[config.mk]
export PLATFORM = sky130hd
export DESIGN_NAME = sn74_univ_shift_reg
export DESIGN_NICKNAME = d
export VERILOG_FILES = /design/src/rtl/sn74_pkg.sv /design/src/rtl/sn74_shift_core.sv /design/src/rtl/sn74_univ_shift_reg.sv
export SDC_FILE = /design/constraint.sdc
export NUM_CORES = 1
export LEC_CHECK = 0
export CORE_UTILIZATION = 43
export DETAILED_ROUTE_END_ITERATION = 8
export PLACE_DENSITY = 0.75
export SYNTH_ARGS = -nofsm -noshare
export SYNTH_HDL_FRONTEND = slang
export SYNTH_SLANG_ARGS = --single-unit
export TNS_END_PERCENT = 30
[constraint.sdc]
create_clock -name clk1 -period 1.15 [get_ports clk1]
set_input_delay 0.23 -clock clk1 [delete_from_list [all_inputs] [get_ports clk1]]
set_output_delay 0.23 -clock clk1 [all_outputs]
set_load 0.01 [all_outputs]
[src/rtl/sn74_pkg.sv]
// Shared definitions for the parametrised 74xx shift-register family.
package sn74_pkg;

   localparam int unsigned MODE_W = 2;

   typedef enum logic [MODE_W-1:0] {
      MODE_HOLD = 2'b00,
      MODE_SHR  = 2'b01,
      MODE_SHL  = 2'b10,
      MODE_LOAD = 2'b11
   } mode_e;

   // Ceiling log2, used for sizing the word counter from WIDTH.
   function automatic int unsigned clog2(input int unsigned value);
      int unsigned result;
      logic [32:0] pow;
      result = 0;
      pow    = 33'd1;
      while (pow < 33'(value)) begin
         pow    = pow << 1;
         result = result + 1;
      end
      return result;
   endfunction

endpackage

[src/rtl/sn74_shift_core.sv]
// Shift stage with mode decode, word counter, word_done pulse and cascade tap.
module sn74_shift_core
   import sn74_pkg::*;
#(
   parameter int unsigned         WIDTH     = 4,
   parameter logic [WIDTH-1:0]    RESET_VAL = '0
) (
   input  logic             i_clk1,
   input  logic             i_reset1_n,
   input  logic [1:0]       i_mode,
   input  logic             i_sr_ser,
   input  logic             i_sl_ser,
   input  logic [WIDTH-1:0] i_d,
   input  logic             i_sclr_n,
   output logic [WIDTH-1:0] o_sh,
   output logic             o_ser_out,
   output logic             o_word_done
);

   localparam int unsigned     CNT_W    = (clog2(WIDTH) == 0) ? 1 : clog2(WIDTH);
   localparam logic [CNT_W-1:0] CNT_LAST = CNT_W'(WIDTH - 1);

   logic [WIDTH-1:0] r_sh;
   logic [CNT_W-1:0] r_cnt;
   logic             r_tap_lsb;
   logic             r_ser_out;
   logic             r_word_done;

   mode_e            w_mode;
   logic [WIDTH-1:0] w_sh_nxt;
   logic [CNT_W-1:0] w_cnt_nxt;
   logic             w_tap_lsb_nxt;
   logic             w_shift;
   logic             w_cnt_last;

   assign w_mode     = mode_e'(i_mode);
   assign w_cnt_last = (r_cnt == CNT_LAST);

   // Next-state decode; clear outranks every mode and leaves the tap alone.
   always_comb begin
      w_sh_nxt      = r_sh;
      w_cnt_nxt     = r_cnt;
      w_tap_lsb_nxt = r_tap_lsb;
      w_shift       = 1'b0;
      if (!i_sclr_n) begin
         w_sh_nxt  = '0;
         w_cnt_nxt = '0;
      end else begin
         case (w_mode)
            MODE_LOAD: begin
               w_sh_nxt      = i_d;
               w_cnt_nxt     = '0;
               w_tap_lsb_nxt = 1'b0;
            end
            MODE_SHR: begin
               w_sh_nxt      = {r_sh[WIDTH-2:0], i_sr_ser};
               w_shift       = 1'b1;
               w_tap_lsb_nxt = 1'b0;
            end
            MODE_SHL: begin
               w_sh_nxt      = {i_sl_ser, r_sh[WIDTH-1:1]};
               w_shift       = 1'b1;
               w_tap_lsb_nxt = 1'b1;
            end
            default: begin
            end
         endcase
         if (w_shift) begin
            w_cnt_nxt = w_cnt_last ? '0 : r_cnt + CNT_W'(1);
         end
      end
   end

   // ser_out is registered from the next-state tap so it tracks r_sh exactly.
   always_ff @(posedge i_clk1 or negedge i_reset1_n) begin
      if (!i_reset1_n) begin
         r_sh        <= RESET_VAL;
         r_cnt       <= '0;
         r_tap_lsb   <= 1'b0;
         r_ser_out   <= RESET_VAL[WIDTH-1];
         r_word_done <= 1'b0;
      end else begin
         r_sh        <= w_sh_nxt;
         r_cnt       <= w_cnt_nxt;
         r_tap_lsb   <= w_tap_lsb_nxt;
         r_ser_out   <= w_tap_lsb_nxt ? w_sh_nxt[0] : w_sh_nxt[WIDTH-1];
         r_word_done <= w_shift && w_cnt_last;
      end
   end

   assign o_sh        = r_sh;
   assign o_ser_out   = r_ser_out;
   assign o_word_done = r_word_done;

endmodule

[src/rtl/sn74_univ_shift_reg.sv]
// 74HC194/595-style universal shift register: shift core, optional storage
// register and oe-gated true/complement outputs.
module sn74_univ_shift_reg
   import sn74_pkg::*;
#(
   parameter int unsigned      WIDTH     = 4,
   parameter logic [WIDTH-1:0] RESET_VAL = '0,
   parameter int unsigned      STORAGE   = 1
) (
   input  logic             clk1,
   input  logic             reset1_n,
   input  logic [1:0]       mode,
   input  logic             sr_ser,
   input  logic             sl_ser,
   input  logic [WIDTH-1:0] d,
   input  logic             sclr_n,
   input  logic             latch,
   input  logic             oe_n,
   output logic [WIDTH-1:0] q,
   output logic [WIDTH-1:0] q_n,
   output logic             ser_out,
   output logic             word_done
);

   logic [WIDTH-1:0] w_sh;
   logic [WIDTH-1:0] w_raw;

   sn74_shift_core #(
      .WIDTH     (WIDTH),
      .RESET_VAL (RESET_VAL)
   ) u_core (
      .i_clk1      (clk1),
      .i_reset1_n  (reset1_n),
      .i_mode      (mode),
      .i_sr_ser    (sr_ser),
      .i_sl_ser    (sl_ser),
      .i_d         (d),
      .i_sclr_n    (sclr_n),
      .o_sh        (w_sh),
      .o_ser_out   (ser_out),
      .o_word_done (word_done)
   );

   if (STORAGE != 0) begin : g_storage
      logic [WIDTH-1:0] r_store;

      // Latch captures the pre-edge shift stage, even alongside a clear or shift.
      always_ff @(posedge clk1 or negedge reset1_n) begin
         if (!reset1_n) begin
            r_store <= RESET_VAL;
         end else if (latch) begin
            r_store <= w_sh;
         end
      end

      assign w_raw = r_store;
   end else begin : g_direct
      logic w_unused_latch;
      assign w_unused_latch = latch;
      assign w_raw          = w_sh;
   end

   // Output enable is a zero-latency gate; both polarities drop to 0 when disabled.
   always_comb begin
      q   = '0;
      q_n = '0;
      if (!oe_n) begin
         q   = w_raw;
         q_n = ~w_raw;
      end
   end

endmodule

Yosys cells after proc, flatten, opt, wreduce, memory -nomap -nowiden
Index checks and enable logic that the tools add are counted.
{"block": "op_classes", "eq_ne": 6, "mux": 14, "bitwise": 1, "add_sub_neg": 1, "n_reduce_logical": 3}
{"op": "$mux 4", "count": 3}
{"op": "$pmux 4 s3", "count": 1}
{"op": "$mux 2", "count": 4}
{"op": "$eq 2x2->1 const B", "count": 3}
{"op": "$mux 1", "count": 5}
{"op": "$ne 4x1->1 const B", "count": 1}
{"op": "$not 4->4", "count": 1}
{"op": "$reduce_or 2->1", "count": 2}
{"op": "$ne 3x1->1 const B", "count": 1}
{"op": "$add 2x1->2 const B", "count": 1}
{"op": "$eq 2x1->1 const B", "count": 1}
{"op": "$pmux 1 s2", "count": 1}
{"op": "$logic_and 1x1->1", "count": 1}
{"block": "word_totals", "reg_bits": 13, "word_cells": 32, "input_bits": 13, "out_inout_bits": 10}

Logic depth before layout (Yosys ltp)
Gate-level depths: netlist of run 1.
{"block": "logic_depth", "ltp_word": 6, "depth_mapped": 5, "depth_no_buf": 5}

Modules after synthesis
Synthesis of run 1 repeated with hierarchy kept, for this count alone.
{"block": "unflattened", "hier_cells": 63, "area_unflattened_um2": 706.9}
{"module": "sn74_shift_core", "area_per_inst_um2": 521.8, "seq_area_each_um2": 225.2, "cells_each": 47, "instances": 1}
{"module": "sn74_univ_shift_reg", "area_per_inst_um2": 185.2, "seq_area_each_um2": 100.1, "cells_each": 16, "instances": 1}

Worst setup path before layout of run 1
OpenSTA, ideal clock, no wires.
{"block": "synth_path", "path_type": "input port to flip-flop", "from": "input port mode[0]", "to": "register u_core.r_ser_out (netlist: u_core.o_ser_out)", "arrival_time_ns": 1.272, "path_buffers": 0, "slack_ns": -0.247, "path_stages": 5, "setup_time_ns": 0.125, "required_time_ns": 1.025, "path_cell_list": "inv_1 ha_1 nand2b_4 mux2_4 mux2_4"}
{"block": "synth_between", "elab_chain_len": 5, "word_cells_on_any_way": 9, "cone_classes": "3 x eq/ne; 5 x mux; 1 x reduce/logical"}
{"item": "from (decl)", "line": "sn74_univ_shift_reg.sv:12", "text": "input logic [1:0] mode,"}
{"item": "$eq 2x2->1 or $eq 2x1->1 (tied branches)", "line": "sn74_shift_core.sv:49", "text": "case (w_mode)"}
{"item": "$reduce_or 2->1 (no line)"}
{"item": "$pmux 1 s2 (*)", "line": "sn74_shift_core.sv:49"}
{"item": "$mux 1 (*)", "line": "sn74_shift_core.sv:45", "text": "if (!i_sclr_n) begin"}
{"item": "via u_core.w_tap_lsb_nxt", "line": "sn74_shift_core.sv:32", "text": "logic w_tap_lsb_nxt;"}
{"item": "$mux 1 (*)", "line": "sn74_shift_core.sv:86", "text": "r_ser_out <= w_tap_lsb_nxt ? w_sh_nxt[0] : w_sh_nxt[WIDTH-1];"}
{"item": "to (signal assigned)", "line": "sn74_shift_core.sv:80", "text": "r_ser_out <= RESET_VAL[WIDTH-1];"}
{"item": "to (signal assigned)", "line": "sn74_shift_core.sv:86"}
{"item": "to (decl)", "line": "sn74_shift_core.sv:26", "text": "logic r_ser_out;"}
Mark *: on every way through the listed nets, which the timed path passes. The rest lies on a longest branch.
A chain may end at the register's enable or synchronous reset.

Worst setup path in the final report of run 1
{"block": "layout_path", "from": "input port mode[0]", "to": "register u_core.r_ser_out (netlist: u_core.o_ser_out)"}
{"block": "layout_between", "word_cells_on_any_way": 9, "cone_classes": "3 x eq/ne; 5 x mux; 1 x reduce/logical"}
{"item": "$eq 2x2->1 or $eq 2x1->1 (tied branches)", "line": "sn74_shift_core.sv:49"}
{"item": "$pmux 4 s3 (*)", "line": "sn74_shift_core.sv:49"}
{"item": "$mux 4 (*)", "line": "sn74_shift_core.sv:45"}
{"item": "via u_core.w_sh_nxt[3]", "line": "sn74_shift_core.sv:30", "text": "logic [WIDTH-1:0] w_sh_nxt;"}
{"item": "$mux 1 (*)", "line": "sn74_shift_core.sv:86"}
Marked as above.

==> results of run 1 <==
[report_power, final]
group | switching [mW] | internal [mW] | leakage [nW] | total (mW)
registers | 0.0218 | 0.489 | 0.175 | 0.510
clock network | 0.139 | 0.134 | 0.0150 | 0.274
logic | 0.120 | 0.165 | 0.339 | 0.285
total | 0.281 | 0.788 | 0.529 | 1.07
[cells in the final DEF (no fill, tap or decap), types with 2 or more instances in the layout]
cell             count
dfrtp_1             13
buf_4               10
clkdlybuf4s50_1      8
buf_2                8
nor2_1               7
a22oi_1              4
nor2b_1              4
mux2_2               4
ha_1                 4
inv_1                3
clkbuf_4             3
inv_12               2
a21oi_1              2
mux2_4               2
a222oi_1             2
or3_4                2
nand2_1              2
a21oi_2              2
dlygate4sd2_1        2
buf_6                2
clkdlybuf4s15_1      2
buf_12               2
[metal layers]
layer / global-route usage / up-vias
met5: 0 / -
met2: 0.381 / 16
met4: 0.0387 / 0
met1: 0.232 / 287
li1: - / 288
met3: 0.0435 / 0
[cell type report]
cell class	instances	area, um^2
multi-input combinational	42	374
timing repair buffer	34	295
fill	96	299
inverter	5	43.8
sequential	13	325
tap	15	18.8
clock buffer	4	26.3
[flip-flops by register name, indices dropped and copies added, names as in the netlist]
name / cells
g_storage.r_store: 4
u_core.o_sh: 4
u_core.r_cnt: 2
u_core.o_ser_out: 1
u_core.o_word_done: 1
u_core.r_tap_lsb: 1
[path summary, 6_finish.rpt]
path,depth (start not counted),startpoint,endpoint
hold / removal,2,reset1_n,u_core.o_sh[2]$_DFFE_PN0P_
setup / recovery,8,mode[0],u_core.o_ser_out$_DFF_PN0_
max in group asynchronous,2,reset1_n,u_core.o_sh[1]$_DFFE_PN0P_
min in group clk1,1,u_core.r_tap_lsb$_DFF_PN0_,u_core.r_tap_lsb$_DFF_PN0_
setup reg to reg,3,u_core.o_sh[2]$_DFFE_PN0P_,u_core.o_ser_out$_DFF_PN0_
hold reg to reg,1,u_core.r_tap_lsb$_DFF_PN0_,u_core.r_tap_lsb$_DFF_PN0_
[logic make-up after synthesis]
| logic type | Yosys count |
|---|---|
| simple gates | 18 |
| fa+ha+maj | 6 |
| flops | 13 |
| compound gates | 12 |
| buf+inv | 5 |
| mux | 6 |
[timing repair]
action	CTS	global route
buffers inserted	0	1
gates cloned	0	0
setup endpoints to repair	19	12
resized for setup	50	5
pin swaps	0	1
[through the flow]
step                      utilization  hold slack, ns
after floorplan                     -         -0.0656
after CTS                       0.762           0.253
after global placement          0.769           0.500
after detailed placement        0.769           0.502
final                           0.784           0.252
after global routing            0.784           0.271
==> results.tsv, run 1 <==
metric	value	unit
total global-route track usage	0.202	
Slew @ Worst Pin	0.428	ns
clock period minus worst slack	1.25	ns
slowest cell on the critical path	a221oi_1	
Nets	118	
CTS tree	yes	
Initial Util	0.491	
# diodes	0	
via count	591	
Max VDD drop	0.763	mV
clock slew at reported path FFs	0.07	ns
WL final	1.61	mm
Core Rows	13	
Synth async-reset ratio	1.00	
Max-Cap Viols	0	
first-pass detailed-route iteration total	4	
CP Class	primary input to flop	
largest family of logic cells by synthesized area	simple AND/OR/NAND/NOR gates	
Top Ports	23	
largest net degree at the start of global routing	14	
CTS root buf	clkbuf_4	
Post-Synth Adder-Cell Area	0.110	
# hold bufs at CTS	0	
Die ar.	1740	um^2
reg2reg setup slack	-0.04	ns
largest area contributor in the synthesized netlist	dfrtp_1	
commonest cells in the netlist	13 x dfrtp_1, 8 x nor2_1, 6 x ha_1	
Die H	41.8	um
PD cells	987	nW/um^2
Seq/Total Area, Yosys	0.479	
length of routed met3 wiring	81	um
initial antenna violation count	0	
most common cell in the netlist	dfrtp_1	
CTS Buffer Depth	2	
complex-gate fraction of the synthesized area	0.129	
Sink Count	13	
Largest stage delay, worst path	0.43	ns
max_slew headroom	0.715	
final worst path period share	1.08	
xor/xnor share of the synthesized area	0	
worst setup margin	-0.0962	ns
Port-buffer cells	22	
Crit Path Max Fanout	4	
Layout Skew	0.00346	ns
status	complete, but fails checks	
RSZ-0062 raised after global routing	true	
M1 wire length	699	um
largest cells by area after synthesis	dfrtp_1 48%, ha_1 11%, mux2_2 6.6%, a22oi_1 4.4%, mux2_4 4.4%	
leak pwr	0.529	nW
startpoint types	primary input	
ys flop type	dfrtp_1	
dpl cell area	1060	um^2
Setup TNS	-0.142	ns
worst slack at placement	-0.762	ns
multiplexer share of the synthesized area	0.110	
Area Growth Syn to Fin	59.5	%
Synthesized Nets	79	
Yosys cell types	15	
Met2 Wirelength	833	um
routability cong.	0.755	
min-delay worst type	primary input to asynchronous set/reset pin	
arrival time worst endpoint	1.46	ns
Syn Inst Count	60	
vias in the first global route	617	
failing checks	negative setup slack	
Post-DP HPWL	1.25	mm
Final Hold Vio Count	0	
Synth top area share	0.479	
WP data required	1.36	ns
Post-DRT Antenna Nets	0	
core area	1380	um^2
first-pass GRT wire length	2.72	mm
Post-synth EDFFs	0	
clk_lat worst skew	0.27	ns
crit-path cells	buf_6, buf_12, inv_12, ha_4, buf_4, a21oi_1, a221oi_1, mux2_4	
largest delay contributor family on the critical path	compound AO/OA/AOI/OAI gates	
area fraction in and, or, nand and nor cells after synthesis	0.144	
Fmax	0.802	GHz
placed insts	108	
Starting DRT DRC Count	12	
DR top layer	met3	
CP bufs+invs	4	
Vias/cell	5.23	
Post-Layout Cell Count	113	
cell area after synthesis	679	um^2
drt drc	0	
overall power	1.07	mW
Yosys Warn Count	0	
GRT overflow	0	
Seq cells post-synth	13	
syn avg cell area	11.3	um^2
Final setup viols	5	
Critical Path Sink Type	flop	
Num CTS Buffers	3	
post-route cell area	1080	um^2
Max Slew Vio Count	0	
DIE WIDTH	41.8	um
post-DR wirelength/cell	14.3	um
H-tree Lvls	1	
fraction of layout instances using a drive strength above 1	0.429	
Power figures use the tool's default switching activity.
==> inputs of run 2 (changes only) <==
--- a/config.mk
+++ b/config.mk
@@ -5,9 +5,9 @@
 export SDC_FILE = /design/constraint.sdc
 export NUM_CORES = 1
 export LEC_CHECK = 0
-export CORE_UTILIZATION = 43
+export CORE_UTILIZATION = 39
 export DETAILED_ROUTE_END_ITERATION = 8
-export PLACE_DENSITY = 0.75
+export PLACE_DENSITY = 0.72
 export SYNTH_ARGS = -nofsm -noshare
 export SYNTH_HDL_FRONTEND = slang
 export SYNTH_SLANG_ARGS = --single-unit
==> constraint.sdc (replaced) <==
create_clock -name clk1 -period 1.1 [get_ports clk1]
set_input_delay 0.22 -clock clk1 [delete_from_list [all_inputs] [get_ports clk1]]
set_output_delay 0.22 -clock clk1 [all_outputs]
set_load 0.01 [all_outputs]
==> results.tsv, run 2 (same netlist as run 1, synthesis figures left out) <==
metric	value	unit
leak pwr	0.524	nW
Sw Share	0.273	
# hold bufs at CTS	0	
initial antenna violation count	0	
Die ar.	1910	um^2
CP Class	flop to output port	
H-tree Lvls	1	
Critical Path Source	g_storage.r_store[2]$_DFFE_PN0P_	
Met2 Wirelength	742	um
Combinational Power Share	0.262	
vias in the first global route	548	
status	complete, but fails checks	
clock slew at reported path FFs	0.08	ns
Nets	116	
Slew @ Worst Pin	0.336	ns
DIE WIDTH	43.7	um
Crit Path Max Fanout	3	
Final Util	0.684	
# diodes	0	
CTS tree	yes	
GRT overflow	0	
Switching Power	0.306	mW
Final setup viols	6	
Min Hold Slack	0.243	ns
Flop pwr share	0.476	
Initial Util	0.436	
start of the worst register-to-register path	u_core.o_sh[2]$_DFFE_PN0P_	
clk_lat worst skew	0.28	ns
max_slew headroom	0.776	
Fillers	114	
arrival time worst endpoint	0.94	ns
length of routed met3 wiring	116	um
WL final	1.51	mm
min-delay worst type	primary input to asynchronous set/reset pin	
drt drc	3	
post-DR wirelength/cell	13.5	um
RSZ-0062 raised after global routing	true	
post-route cell area	1070	um^2
Max Slew Vio Count	0	
WP data required	0.88	ns
routability cong.	0.857	
Critical Path Sink Type	output port	
Vias/cell	5.24	
largest net degree at the start of global routing	14	
Starting DRT DRC Count	16	
Fmax	0.863	GHz
Layout Skew	0.00249	ns
startpoint types	flop	
clock period minus worst slack	1.16	ns
final worst path period share	1.05	
Max VDD drop	0.682	mV
CTS root buf	clkbuf_4	
Sink Count	13	
via count	587	
Die H	43.7	um
dpl cell area	1060	um^2
most frequent cells in the layout	13 x dfrtp_1, 10 x buf_2, 8 x clkdlybuf4s50_1, 8 x buf_4, 7 x nor2_1	
Final Hold Vio Count	0	
total global-route track usage	0.187	
Post-DP HPWL	1.16	mm
PD cells	1050	nW/um^2
Port-buffer cells	22	
first-pass GRT wire length	2.50	mm
clock share of power	0.262	
DR top layer	met4	
failing checks	design-rule violations, negative setup slack	
fraction of layout instances using a drive strength above 1	0.458	
M1 wire length	619	um
setup bufs post-CTS	0	
Num CTS Buffers	3	
worst setup margin	-0.0594	ns
Max-Cap Viols	0	
first-pass detailed-route iteration total	6	
Core Rows	14	
commonest non-fill, non-tap cell in the layout	dfrtp_1	
Top Ports	23	
Area Growth Syn to Fin	56.9	%
CTS Buffer Depth	2	
core area	1560	um^2
P_int	0.813	mW
Post-DRT Antenna Nets	0	
==> run 2: cell types whose count changed in the layout (fill, tap and decap cells not counted) <==
cell,before,now
buf_2,8,10
buf_4,10,8
clkdlybuf4s15_1,2,0
a22oi_1,4,3
a22oi_2,0,1
clkbuf_1,1,0
clkinv_2,0,1
==> run 2: worst paths after layout <==
kind                                           endpoint  slack, ns  cells past startpoint
setup / recovery                                   q[2]      -0.06                      2
hold / removal               u_core.o_ser_out$_DFF_PN0_       0.24                      2
setup reg to reg             u_core.o_sh[1]$_DFFE_PN0P_      -0.05                      3
hold reg to reg              u_core.r_tap_lsb$_DFF_PN0_       0.52                      1
max in group asynchronous    u_core.r_tap_lsb$_DFF_PN0_       0.70                      2
min in group clk1          u_core.o_word_done$_DFF_PN0_       0.46                      2
==> run 2: area by class of cell <==
cell class	count	area (um^2)	share of cell area
Tap cell	16	20.0	0.0188
Timing Repair Buffer	32	270	0.254
Clock inverter	1	5.00	0.00469
Sequential cell	13	325	0.305
Inverter	5	43.8	0.0411
Multi-Input combinational cell	42	379	0.356
Clock buffer	3	22.5	0.0211
==> run 2: per-layer routing <==
layer / global-route usage / vias to the layer above
li1: - / 287
met4: 0.0938 / 0
met1: 0.222 / 272
met5: 0 / -
met2: 0.307 / 24
met3: 0.0542 / 4
==> run 2: repair_timing <==
item	in CTS	in global routing
setup endpoints to repair	19	12
pin swaps	1	3
resized for setup	55	5
endpoints found under the hold margin	0	0
==> run 2: critical path, cell delays in order (launching register included) <==
cell	delay, ns
dfrtp_1	0.39
nor2b_1	0.13
buf_2	0.14
==> run 2: power by group through the flow <==
stage                     Clock, mW  Combinational [mW]  Sequential (mW)
final                         0.293               0.293            0.533
after global routing          0.326               0.320            0.539
after CTS                     0.307               0.280            0.533
after detailed placement          0               0.299            0.542
after global placement            0               0.293            0.541
after floorplan                   0               0.125            0.537
==> run 2: stage by stage <==
| step | setup WS [ns] | total power, mW | setup TNS, ns | std cells |
|---|---|---|---|---|
| floorplan | -0.133 | 0.663 | -0.324 | 60 |
| global placement | -0.778 | 0.834 | -10.64 | 108 |
| detailed placement | -0.817 | 0.841 | -10.83 | 108 |
| CTS | -0.0773 | 1.12 | -0.385 | 112 |
| global route | -0.114 | 1.18 | -0.853 | 112 |
| finish | -0.0594 | 1.12 | -0.310 | 112 |
==> inputs of run 3 (changes only) <==
--- a/config.mk
+++ b/config.mk
@@ -5,9 +5,9 @@
 export SDC_FILE = /design/constraint.sdc
 export NUM_CORES = 1
 export LEC_CHECK = 0
-export CORE_UTILIZATION = 39
+export CORE_UTILIZATION = 43
 export DETAILED_ROUTE_END_ITERATION = 8
-export PLACE_DENSITY = 0.72
+export PLACE_DENSITY = 0.75
 export SYNTH_ARGS = -nofsm -noshare
 export SYNTH_HDL_FRONTEND = slang
 export SYNTH_SLANG_ARGS = --single-unit
==> constraint.sdc (replaced) <==
create_clock -name clk1 -period 1.3 [get_ports clk1]
set_input_delay 0.26 -clock clk1 [delete_from_list [all_inputs] [get_ports clk1]]
set_output_delay 0.26 -clock clk1 [all_outputs]
set_load 0.01 [all_outputs]
==> results.tsv, run 3 (same netlist as run 1, synthesis figures left out) <==
metric	value	unit
WL final	1.47	mm
startpoint types	flop	
drt drc	0	
Area Growth Syn to Fin	46.2	%
clock slew at reported path FFs	0.08	ns
Num CTS Buffers	3	
arrival time worst endpoint	1.04	ns
leak pwr	0.498	nW
RSZ-0062 raised after global routing	true	
Critical Path Sink Type	output port	
# diodes	0	
post-DR wirelength/cell	13.4	um
initial antenna violation count	0	
Final setup viols	1	
clock period minus worst slack	1.30	ns
Min Hold Slack	0.284	ns
CP Class	flop to output port	
first-pass GRT wire length	2.38	mm
PD cells	919	nW/um^2
worst setup margin	-0.000846	ns
Post-DRT Antenna Nets	0	
Setup TNS	-0.000846	ns
Die H	41.8	um
clock share of power	0.269	
first-pass detailed-route iteration total	5	
# hold bufs at CTS	0	
total global-route track usage	0.175	
Vias/cell	5.56	
vias in the first global route	534	
Initial Util	0.491	
H-tree Lvls	1	
slowest cell on the critical path	dfrtp_1	
DIE WIDTH	41.8	um
Max Slew Vio Count	0	
Nets	115	
max_slew headroom	0.817	
Max VDD drop	0.534	mV
Die ar.	1740	um^2
largest delay contributor family on the critical path	flip-flops	
CTS root buf	clkbuf_4	
Sink Count	13	
Port-buffer cells	22	
CTS Buffer Depth	2	
Max-Cap Viols	0	
Top Ports	23	
failing checks	negative setup slack	
Crit Path Max Fanout	2	
Layout Skew	0.00586	ns
core area	1380	um^2
most frequent cells in the layout	13 x dfrtp_1, 9 x buf_4, 8 x nor2_1, 8 x clkdlybuf4s50_1, 8 x clkbuf_2	
Final Hold Vio Count	0	
status	complete, but fails checks	
P_int	0.671	mW
final worst path period share	1.00	
Slew @ Worst Pin	0.274	ns
Core Rows	13	
clk_lat worst skew	0.27	ns
CTS tree	yes	
largest net degree at the start of global routing	14	
routability cong.	0.849	
WP data required	1.04	ns
Largest stage delay, worst path	0.38	ns
fraction of layout instances using a drive strength above 1	0.389	
crit-path cells	buf_4, nor2b_1, buf_2	
via count	612	
Switching Power	0.242	mW
min-delay worst type	primary input to asynchronous set/reset pin	
Fmax	0.769	GHz
Starting DRT DRC Count	21	
CP bufs+invs	2	
Sw Share	0.265	
commonest non-fill, non-tap cell in the layout	dfrtp_1	
Fillers	118	
Combinational Power Share	0.237	
GRT overflow	0	
Flop pwr share	0.494	
Post-DP HPWL	1.13	mm
[run 3: cell count changes in the layout (fill, tap and decap cells not counted), moves of 2 or more]
cell / previous run / this run
buf_12: 2 / 0
buf_2: 10 / 1
buf_6: 2 / 0
clkbuf_2: 0 / 8
dlygate4sd2_1: 2 / 4
inv_12: 2 / 0
inv_2: 0 / 2
or3_2: 0 / 2
or3_4: 2 / 0
[run 3: routing by layer]
| metal | vias up | wire (um) | GRT usage |
|---|---|---|---|
| met4 | 0 | 14 | 0.0387 |
| met2 | 35 | 710 | 0.294 |
| li1 | 290 | - | - |
| met1 | 284 | 613 | 0.226 |
| met3 | 3 | 133 | 0.0435 |
| met5 | - | 0 | 0 |
[run 3: worst paths after layout]
path | startpoint | end | slack (ns) | depth (start not counted)
setup / recovery | g_storage.r_store[2]$_DFFE_PN0P_ | q[2] | -0.0008 | 3
hold / removal | reset1_n | u_core.o_sh[1]$_DFFE_PN0P_ | 0.28 | 2
setup reg to reg | u_core.o_sh[2]$_DFFE_PN0P_ | u_core.o_ser_out$_DFF_PN0_ | 0.15 | 3
hold reg to reg | u_core.r_tap_lsb$_DFF_PN0_ | u_core.r_tap_lsb$_DFF_PN0_ | 0.51 | 1
max in group asynchronous | reset1_n | g_storage.r_store[3]$_DFFE_PN0P_ | 0.85 | 2
min in group clk1 | sclr_n | u_core.o_word_done$_DFF_PN0_ | 0.49 | 2
[run 3: area by class of cell]
class / count / area [um^2] / share of cell area
timing repair buffer: 31 / 238 / 0.239
multi-input combinational: 42 / 367 / 0.369
tap: 15 / 18.8 / 0.0189
inverter: 5 / 18.8 / 0.0189
sequential: 13 / 325 / 0.327
clock buffer: 4 / 26.3 / 0.0264
[run 3: power groups by stage]
stage	clock network (mW)	registers, mW	logic, mW
floorplan	0	0.455	0.102
global placement	0	0.459	0.223
detailed placement	0	0.459	0.228
CTS	0.247	0.451	0.217
global route	0.265	0.455	0.236
finish	0.245	0.451	0.216
[run 3: worst reg2reg max path, stage by stage, from the launching register on]
cell and delay, ns:
dfrtp_1 0.42, a22oi_1 0.23, a221oi_2 0.11, mux2_4 0.28
[run 3: what timing repair did]
item | CTS | global route
buffers inserted | 1 | 0
pin swaps | 0 | 0
endpoints found under the setup margin | 17 | 11
resized for setup | 24 | 14
[run 3: through the flow]
stage	area [um^2]	power, mW	std cells	setup slack (ns)	util
global route	993	0.956	110	-0.0454	0.719
global placement	991	0.682	105	-0.544	0.717
detailed placement	991	0.687	105	-0.599	0.717
finish	993	0.913	110	-0.000846	0.719
floorplan	692	0.557	60	0.00255	-
CTS	1020	0.915	110	-0.00241	0.737
